**config.mk**
```make
export PLATFORM = sky130hd
export DESIGN_NAME = gray_step_monitor
export DESIGN_NICKNAME = d
export VERILOG_FILES = /design/src/rtl/gray_step_monitor.sv
export SDC_FILE = /design/constraint.sdc
export NUM_CORES = 1
export LEC_CHECK = 0
export ABC_CLOCK_PERIOD_IN_PS = 5100
export CORE_MARGIN = 8
export CORE_UTILIZATION = 51
export DETAILED_ROUTE_END_ITERATION = 8
export PLACE_DENSITY = 0.84
export SETUP_SLACK_MARGIN = 0.1
export SLEW_MARGIN = 40
export SYNTH_ARGS = -nofsm -noshare
export SYNTH_HDL_FRONTEND = slang
export SYNTH_SLANG_ARGS = --single-unit
```
**constraint.sdc**
```tcl
create_clock -name clk -period 5.1 [get_ports clk]
set_input_delay 0.51 -clock clk [delete_from_list [all_inputs] [get_ports clk]]
set_output_delay 0.51 -clock clk [all_outputs]
set_load 0.01 [all_outputs]
```
**src/rtl/gray_step_monitor.sv**
```systemverilog
// rtl/gray_step_monitor.sv - Gray-code step monitor: binary conversion, step/wrap classification, error tracking
module gray_step_monitor #(
    parameter int W      = 4,
    parameter int WRAP_W = 8,
    parameter int ERR_W  = 8
) (
    input  logic              clk,
    input  logic              rst,
    input  logic              en,
    input  logic              clr,
    input  logic [W-1:0]      gray_in,
    output logic [W-1:0]      bin_out,
    output logic              valid,
    output logic              step,
    output logic              dir,
    output logic              wrap,
    output logic [WRAP_W-1:0] wrap_cnt,
    output logic              err,
    output logic [ERR_W-1:0]  err_cnt
);

    typedef enum logic [1:0] {
        S_INIT  = 2'd0,
        S_TRACK = 2'd1,
        S_ERR   = 2'd2
    } state_t;

    state_t       state_q, state_d;
    logic [W-1:0] bin_new;
    logic [W-1:0] delta;
    logic         cmp;
    logic         is_up, is_down, is_ill;
    logic         clr_act;
    logic         step_d, wrap_d;

    // Each binary bit is the XOR of all Gray bits at or above it.
    always_comb begin
        bin_new = '0;
        for (int i = 0; i < W; i++) begin
            bin_new[i] = ^(gray_in >> i);
        end
    end

    // bin_out doubles as the reference sample for the next comparison.
    assign delta   = bin_new - bin_out;
    assign cmp     = en && (state_q != S_INIT);
    assign is_up   = cmp && (delta == W'(1));
    assign is_down = cmp && (delta == {W{1'b1}});
    assign is_ill  = cmp && !is_up && !is_down && (delta != '0);
    assign clr_act = clr && (state_q != S_INIT);

    always_comb begin
        state_d = state_q;
        step_d  = is_up || is_down;
        wrap_d  = (is_up && (bin_out == {W{1'b1}})) || (is_down && (bin_out == '0));
        case (state_q)
            S_INIT: begin
                if (en) state_d = S_TRACK;
            end
            S_TRACK: begin
                if (is_ill) state_d = S_ERR;
            end
            S_ERR: begin
                if (is_ill)   state_d = S_ERR;
                else if (clr) state_d = S_TRACK;
            end
            default: state_d = S_INIT;
        endcase
    end

    always_ff @(posedge clk) begin
        if (rst) begin
            state_q  <= S_INIT;
            bin_out  <= '0;
            valid    <= 1'b0;
            step     <= 1'b0;
            dir      <= 1'b0;
            wrap     <= 1'b0;
            wrap_cnt <= '0;
            err      <= 1'b0;
            err_cnt  <= '0;
        end else begin
            state_q <= state_d;
            step    <= step_d;
            wrap    <= wrap_d;
            if (en) begin
                bin_out <= bin_new;
                valid   <= 1'b1;
                if (is_up)        dir <= 1'b1;
                else if (is_down) dir <= 1'b0;
            end
            // A clear in the same cycle as a wrap still leaves the count at zero.
            if (clr_act)               wrap_cnt <= '0;
            else if (wrap_d && is_up)  wrap_cnt <= wrap_cnt + WRAP_W'(1);
            else if (wrap_d)           wrap_cnt <= wrap_cnt - WRAP_W'(1);
            // An illegal jump beats a simultaneous clear.
            if (is_ill) begin
                err <= 1'b1;
                if (clr_act)                    err_cnt <= ERR_W'(1);
                else if (err_cnt != {ERR_W{1'b1}}) err_cnt <= err_cnt + ERR_W'(1);
            end else if (clr_act) begin
                err     <= 1'b0;
                err_cnt <= '0;
            end
        end
    end

endmodule
```
# Word level (Yosys, flattened, before mapping)
# Index checks and enable logic that the tools add are counted.
[op_classes]
eq_ne = 9
reduce_logical = 30
n_mux = 15
addsub = 4
[ops]
columns = ["cell", "count"]
rows = [
  ["$mux 8", 6],
  ["$add 8x1->8 const B", 2],
  ["$reduce_xor 4->1", 4],
  ["$logic_and 1x1->1", 10],
  ["$reduce_bool 2->1", 5],
  ["$eq 4x4->1 const B", 2],
  ["$mux 2", 4],
  ["$ne 8x8->1 const B", 1],
  ["$sub 8x1->8 const B", 1],
  ["$pmux 2 s3", 1],
  ["$eq 4x1->1 const B", 1],
  ["$logic_not 4->1", 1],
  ["$mux 1", 4],
  ["$ne 2x2->1 const B", 2],
  ["$reduce_and 2->1", 2],
  ["$reduce_bool 4->1", 1],
  ["$sub 4x4->4", 1],
  ["$ne 3x3->1 const B", 1],
  ["$reduce_and 3->1", 1],
  ["$eq 2x1->1 const B", 1],
  ["$eq 2x2->1 const B", 1],
  ["$logic_not 1->1", 2],
  ["$logic_not 2->1", 1],
  ["$logic_or 1x1->1", 2],
  ["$reduce_or 2->1", 1],
]
[word_totals]
inputBits = 8
ff_bits = 27
word_cells = 67
out_inout_bits = 25

# Logic depth before layout (Yosys ltp)
[logic_depth]
ltp_word = 10
depth_mapped = 17
ltp_nobuf = 17

# Worst setup path before layout
# Ideal clock, no wire load.
[synth_path]
path_type = "input port to flip-flop"
start = "input port gray_in[3]"
end = "register wrap_cnt[7]"
slack_ps = 707
path_stages = 15
arrival_time_ps = 4323
setup_ps = 70
t_required_ps = 5030
n_path_buf = 0
cell_sequence = "xnor2_1 -> xnor2_1 -> xnor2_1 -> ha_1 -> inv_1 -> fa_1 -> or3_1 -> a21o_1 -> or2_2 -> ha_1 -> or4_1 -> o211ai_1 -> xor2_1 -> or3_1 -> a21oi_1"
[synth_between]
elab_chain_cells = 8
word_cells_on_any_way = 15
cone_classes = "1 x add/sub; 2 x eq/ne; 1 x mux; 11 x reduce/logical"
[synth_rtl]
columns = ["item", "line_no", "rtl"]
rows = [
  ["from (decl)", "11", "input logic [W-1:0] gray_in,"],
  ["$reduce_xor 4->1 (*)", "40", "bin_new[i] = ^(gray_in >> i);"],
  ["net bin_new[1]", "29", "logic [W-1:0] bin_new;"],
  ["$sub 4x4->4 (*)", "45", "assign delta = bin_new - bin_out;"],
  ["$eq 4x1->1 or $eq 4x4->1 (tied branches)", "47, 48", ""],
  ["$logic_and 1x1->1 (on tied branches)", "47, 48", ""],
  ["$logic_and 1x1->1", "55", "wrap_d = (is_up && (bin_out == {W{1'b1}})) || (is_down && (bin_out == '0));"],
  ["$logic_or 1x1->1", "55", ""],
  ["$logic_and 1x1->1", "94", "else if (wrap_d && is_up) wrap_cnt <= wrap_cnt + WRAP_W'(1);"],
  ["$mux 8 or $reduce_bool 2->1 (tied branches)", "-", ""],
  ["to (signal assigned)", "94", ""],
  ["to (signal assigned)", "95", "else if (wrap_d) wrap_cnt <= wrap_cnt - WRAP_W'(1);"],
  ["to (decl)", "17", "output logic [WRAP_W-1:0] wrap_cnt,"],
]
# The timed path passes the listed nets; every way through them passes the cells marked *.
# A chain may end at the register's enable or synchronous reset.

# Worst setup path after layout
# Same ends and word-level chain as after synthesis.

==> impl_results.rst <==
.. list-table::
   :header-rows: 1

   * - Metric
     - Value
   * - Status
     - finished, final reports clean
   * - Clock tree from TritonCTS
     - built
   * - Filler cell count in the final layout
     - 269
   * - Number of iterations in the first detailed-routing pass
     - 4
   * - Final global-route overflow total
     - 0
   * - Dominant cells by area after synthesis
     - sky130_fd_sc_hd__dfxtp_1 33%, sky130_fd_sc_hd__ha_1 7.7%, sky130_fd_sc_hd__a21oi_1 6.1%
   * - Die height
     - 72.5 um
   * - Post-synthesis async set-or-reset flop share
     - 0%
   * - Buffers on Ports
     - 32
   * - Fraction of layout cells with a size suffix above 1
     - 7.08%
   * - Worst-path clk slew
     - 150 ps
   * - Sequential element share of the synthesized area
     - 33.2%
   * - Smallest hold slack
     - 491 ps
   * - Pin count of the biggest net entering global routing
     - 17
   * - Origin of the critical flop-to-flop path
     - bin_out[0]$_SDFFE_PP0P_
   * - Number of rows created at floorplan
     - 20
   * - Setup repair after global routing missed its margin
     - false
   * - Worst endpoint required time
     - 5370 ps
   * - 1st-iter DRT viols
     - 94
   * - Count of endpoints failing hold in the final timing report
     - 0
   * - Synth Register Bits
     - 27
   * - Count of pins on the block boundary
     - 33
   * - Worst vdd ir
     - 0.000137 V
   * - Number of distinct library cell variants in the gate-level netlist after synthesis
     - 47
   * - Antenna diode count
     - 0
   * - Multi-input gate area in the final layout
     - 1030 um2
   * - Core outline area
     - 3050 um2
   * - Worst Setup Start Kind
     - input port
   * - Final net count
     - 247
   * - Antenna violations before repair
     - 0
   * - Count of final max-slew check failures
     - 0
   * - Synth area leader
     - sky130_fd_sc_hd__dfxtp_1
   * - Proportion of netlist area held by the largest area contributor
     - 33.2%
   * - Floorplan die width
     - 72.5 um
   * - Routed Antenna Nets
     - 0
   * - Total number of yosys warnings
     - 0
   * - WP data arrival
     - 4950 ps
   * - Post-detailed-route via-to-cell ratio
     - 5.70
   * - Number of buffers created by CTS
     - 3
   * - Half-perimeter wire length after detailed placement
     - 2.92 mm
   * - Number of DRC violations after detailed routing
     - 0
   * - Slew at the pin with the worst max-slew slack
     - 592 ps
   * - Clock latency on the worst-skew pair
     - 340 ps
   * - Final Setup Violations
     - 0
   * - Shortest clock period the worst path allows after layout
     - 4680 ps
   * - Effective utilization at floorplan
     - 53.3%
   * - Area of the mapped netlist
     - 1630 um2
   * - Number of nets in the synthesized netlist
     - 212
   * - CP Capture Type
     - flop
   * - Hold Path Origin
     - wrap_cnt[3]$_SDFFE_PP0P_
   * - Total power draw
     - 475 uW
   * - Worst Hold Path Cells
     - 2
   * - Gate count of the mapped netlist
     - 192
   * - Vias in the first global route
     - 1439
   * - Period utilisation layout
     - 91.7%
   * - Clock Root Buffer
     - sky130_fd_sc_hd__clkbuf_4
   * - Number of cells on the worst reg-to-reg path
     - 13
   * - Final wirelength
     - 3.75 mm
   * - Worst Skew
     - 2.42 ps
   * - Placer's final routability congestion estimate
     - 0.874
   * - PD cells
     - 233 nW/um2
   * - Clk sink count
     - 27
   * - Post-CTS Setup Repair Bufs
     - 0
   * - Most common cell in the synthesized netlist
     - sky130_fd_sc_hd__dfxtp_1
   * - Start-to-end type of the worst setup path
     - in2reg
   * - Global router's overall resource usage
     - 14.6%
   * - Flip-flop cell with the highest count after synthesis
     - sky130_fd_sc_hd__dfxtp_1
   * - Sequential cell area
     - 541 um2
   * - Wire length of the first global-routing pass
     - 6.37 mm
   * - Signed area change from the synthesized netlist to the final layout
     - 25.2%
   * - Static leakage
     - 0.000723 uW
   * - Vias
     - 1540
   * - Number of flops mapped to enable cells by yosys
     - 0
   * - Longest Clk Path Bufs
     - 2
   * - Final routed wire length divided by cell count
     - 13.9 um
   * - CTS H-tree lvls
     - 1
   * - Die outline area
     - 5260 um2
   * - Post-synth top cells
     - 27 x sky130_fd_sc_hd__dfxtp_1, 21 x sky130_fd_sc_hd__nand2_1, 20 x sky130_fd_sc_hd__a21oi_1
   * - Worst setup path startpoint
     - gray_in[3]
   * - Number of maximum-capacitance constraint violations
     - 0
   * - Hold/Removal Path Class
     - reg2reg
   * - Relative slew slack
     - 60.4%
   * - Max FO, Critical Path
     - 7
   * - Achievable frequency
     - 0.214 GHz
   * - Post-synthesis average cell area
     - 8.48 um2
## per-layer routing
| metal | GRT usage, % | vias up | wire [um] |
|---|---|---|---|
| met5 | 0 | - | 0 |
| met4 | 4.44 | 0 | 42 |
| met3 | 3.72 | 7 | 220 |
| met2 | 23.8 | 35 | 1750 |
| met1 | 18.4 | 721 | 1740 |
| li1 | - | 777 | - |
## repair_timing
action	4_1_cts	5_1_grt
setup endpoints to repair	0	1
resized for setup	0	1
hold buffers	0	0
## cell usage in the layout (no fill, tap or decap), drive strengths merged, types with 3 or more instances in the layout
| cell | Yosys | layout |
|---|---|---|
| clkdlybuf4s50 | 0 | 32 |
| dfxtp | 27 | 27 |
| nand2 | 22 | 22 |
| a21oi | 21 | 21 |
| nor2 | 16 | 16 |
| inv | 13 | 13 |
| ha | 10 | 10 |
| xnor2 | 10 | 10 |
| o21ai | 8 | 8 |
| o211ai | 6 | 6 |
| nand4 | 4 | 4 |
| or3 | 4 | 4 |
| mux2i | 4 | 4 |
| nor3 | 4 | 4 |
| a211oi | 4 | 4 |
| xor2 | 3 | 3 |
| clkbuf | 2 | 3 |
| a311oi | 3 | 3 |
## path summary, 6_finish.rpt
kind / end / slack (ps)
worst max-delay path: wrap_cnt[7]$_SDFFE_PP0P_ / 420
worst min-delay path: wrap_cnt[3]$_SDFFE_PP0P_ / 490
worst max register to register: wrap_cnt[7]$_SDFFE_PP0P_ / 1340
worst min register to register: wrap_cnt[3]$_SDFFE_PP0P_ / 490
## where the power goes
group	switching [uW]	internal, uW	total [uW]
Combinational	82.6	63.9	147
Sequential	9.88	220	230
Clock	67.8	30.1	97.9
Total	160	314	475
## flip-flops by register name, indices dropped and copies added (netlist names)
name	cells
state_q	2
step	1
wrap_cnt	8
dir	1
wrap	1
err	1
bin_out	4
valid	1
err_cnt	8
## per-stage QoR
stage	utilization (%)	instance area, um2	worst slack [ps]	setup TNS [ps]	std cells
3_5_place_dp	65.5	2000	-6.37	-6.37	266
2_1_floorplan	-	1630	707	0	192
4_1_cts	66.5	2030	357	0	270
5_1_grt	66.8	2040	116	0	270
3_3_place_gp	65.5	2000	206	0	266
6_report	66.8	2040	423	0	270
## cells by family after synthesis
logic type	count (synthesis)	share of synthesized area, %
compound gates	58	24.8
xor+xnor	13	6.99
fa+ha+maj	12	10.1
buf+inv	17	4.07
flops	27	33.2
mux	4	2.46
simple gates	61	18.3
## layout make-up
type                            instances  share of cell area [%]
Timing Repair Buffer                   34                    16.5
Clock inverter                          1                   0.368
Clock buffer                            3                    1.10
Tap cell                               44                    2.70
Inverter                               13                    2.39
Multi-Input combinational cell        148                    50.5
Sequential cell                        27                    26.5
## worst max-delay path: stages
cell and delay (ps):
sky130_fd_sc_hd__clkdlybuf4s50_1 520, sky130_fd_sc_hd__xnor2_2 270, sky130_fd_sc_hd__xnor2_1 190, sky130_fd_sc_hd__xnor2_1 190
sky130_fd_sc_hd__ha_1 220, sky130_fd_sc_hd__inv_1 60, sky130_fd_sc_hd__fa_1 410, sky130_fd_sc_hd__xnor2_1 230
sky130_fd_sc_hd__nand4_1 190, sky130_fd_sc_hd__a21o_1 240, sky130_fd_sc_hd__or2_2 390, sky130_fd_sc_hd__ha_1 360
sky130_fd_sc_hd__or4_1 510, sky130_fd_sc_hd__o211ai_1 110, sky130_fd_sc_hd__xor2_1 100, sky130_fd_sc_hd__or3_1 310
sky130_fd_sc_hd__a21oi_1 150
No activity file was read; power rests on OpenSTA's default activity.
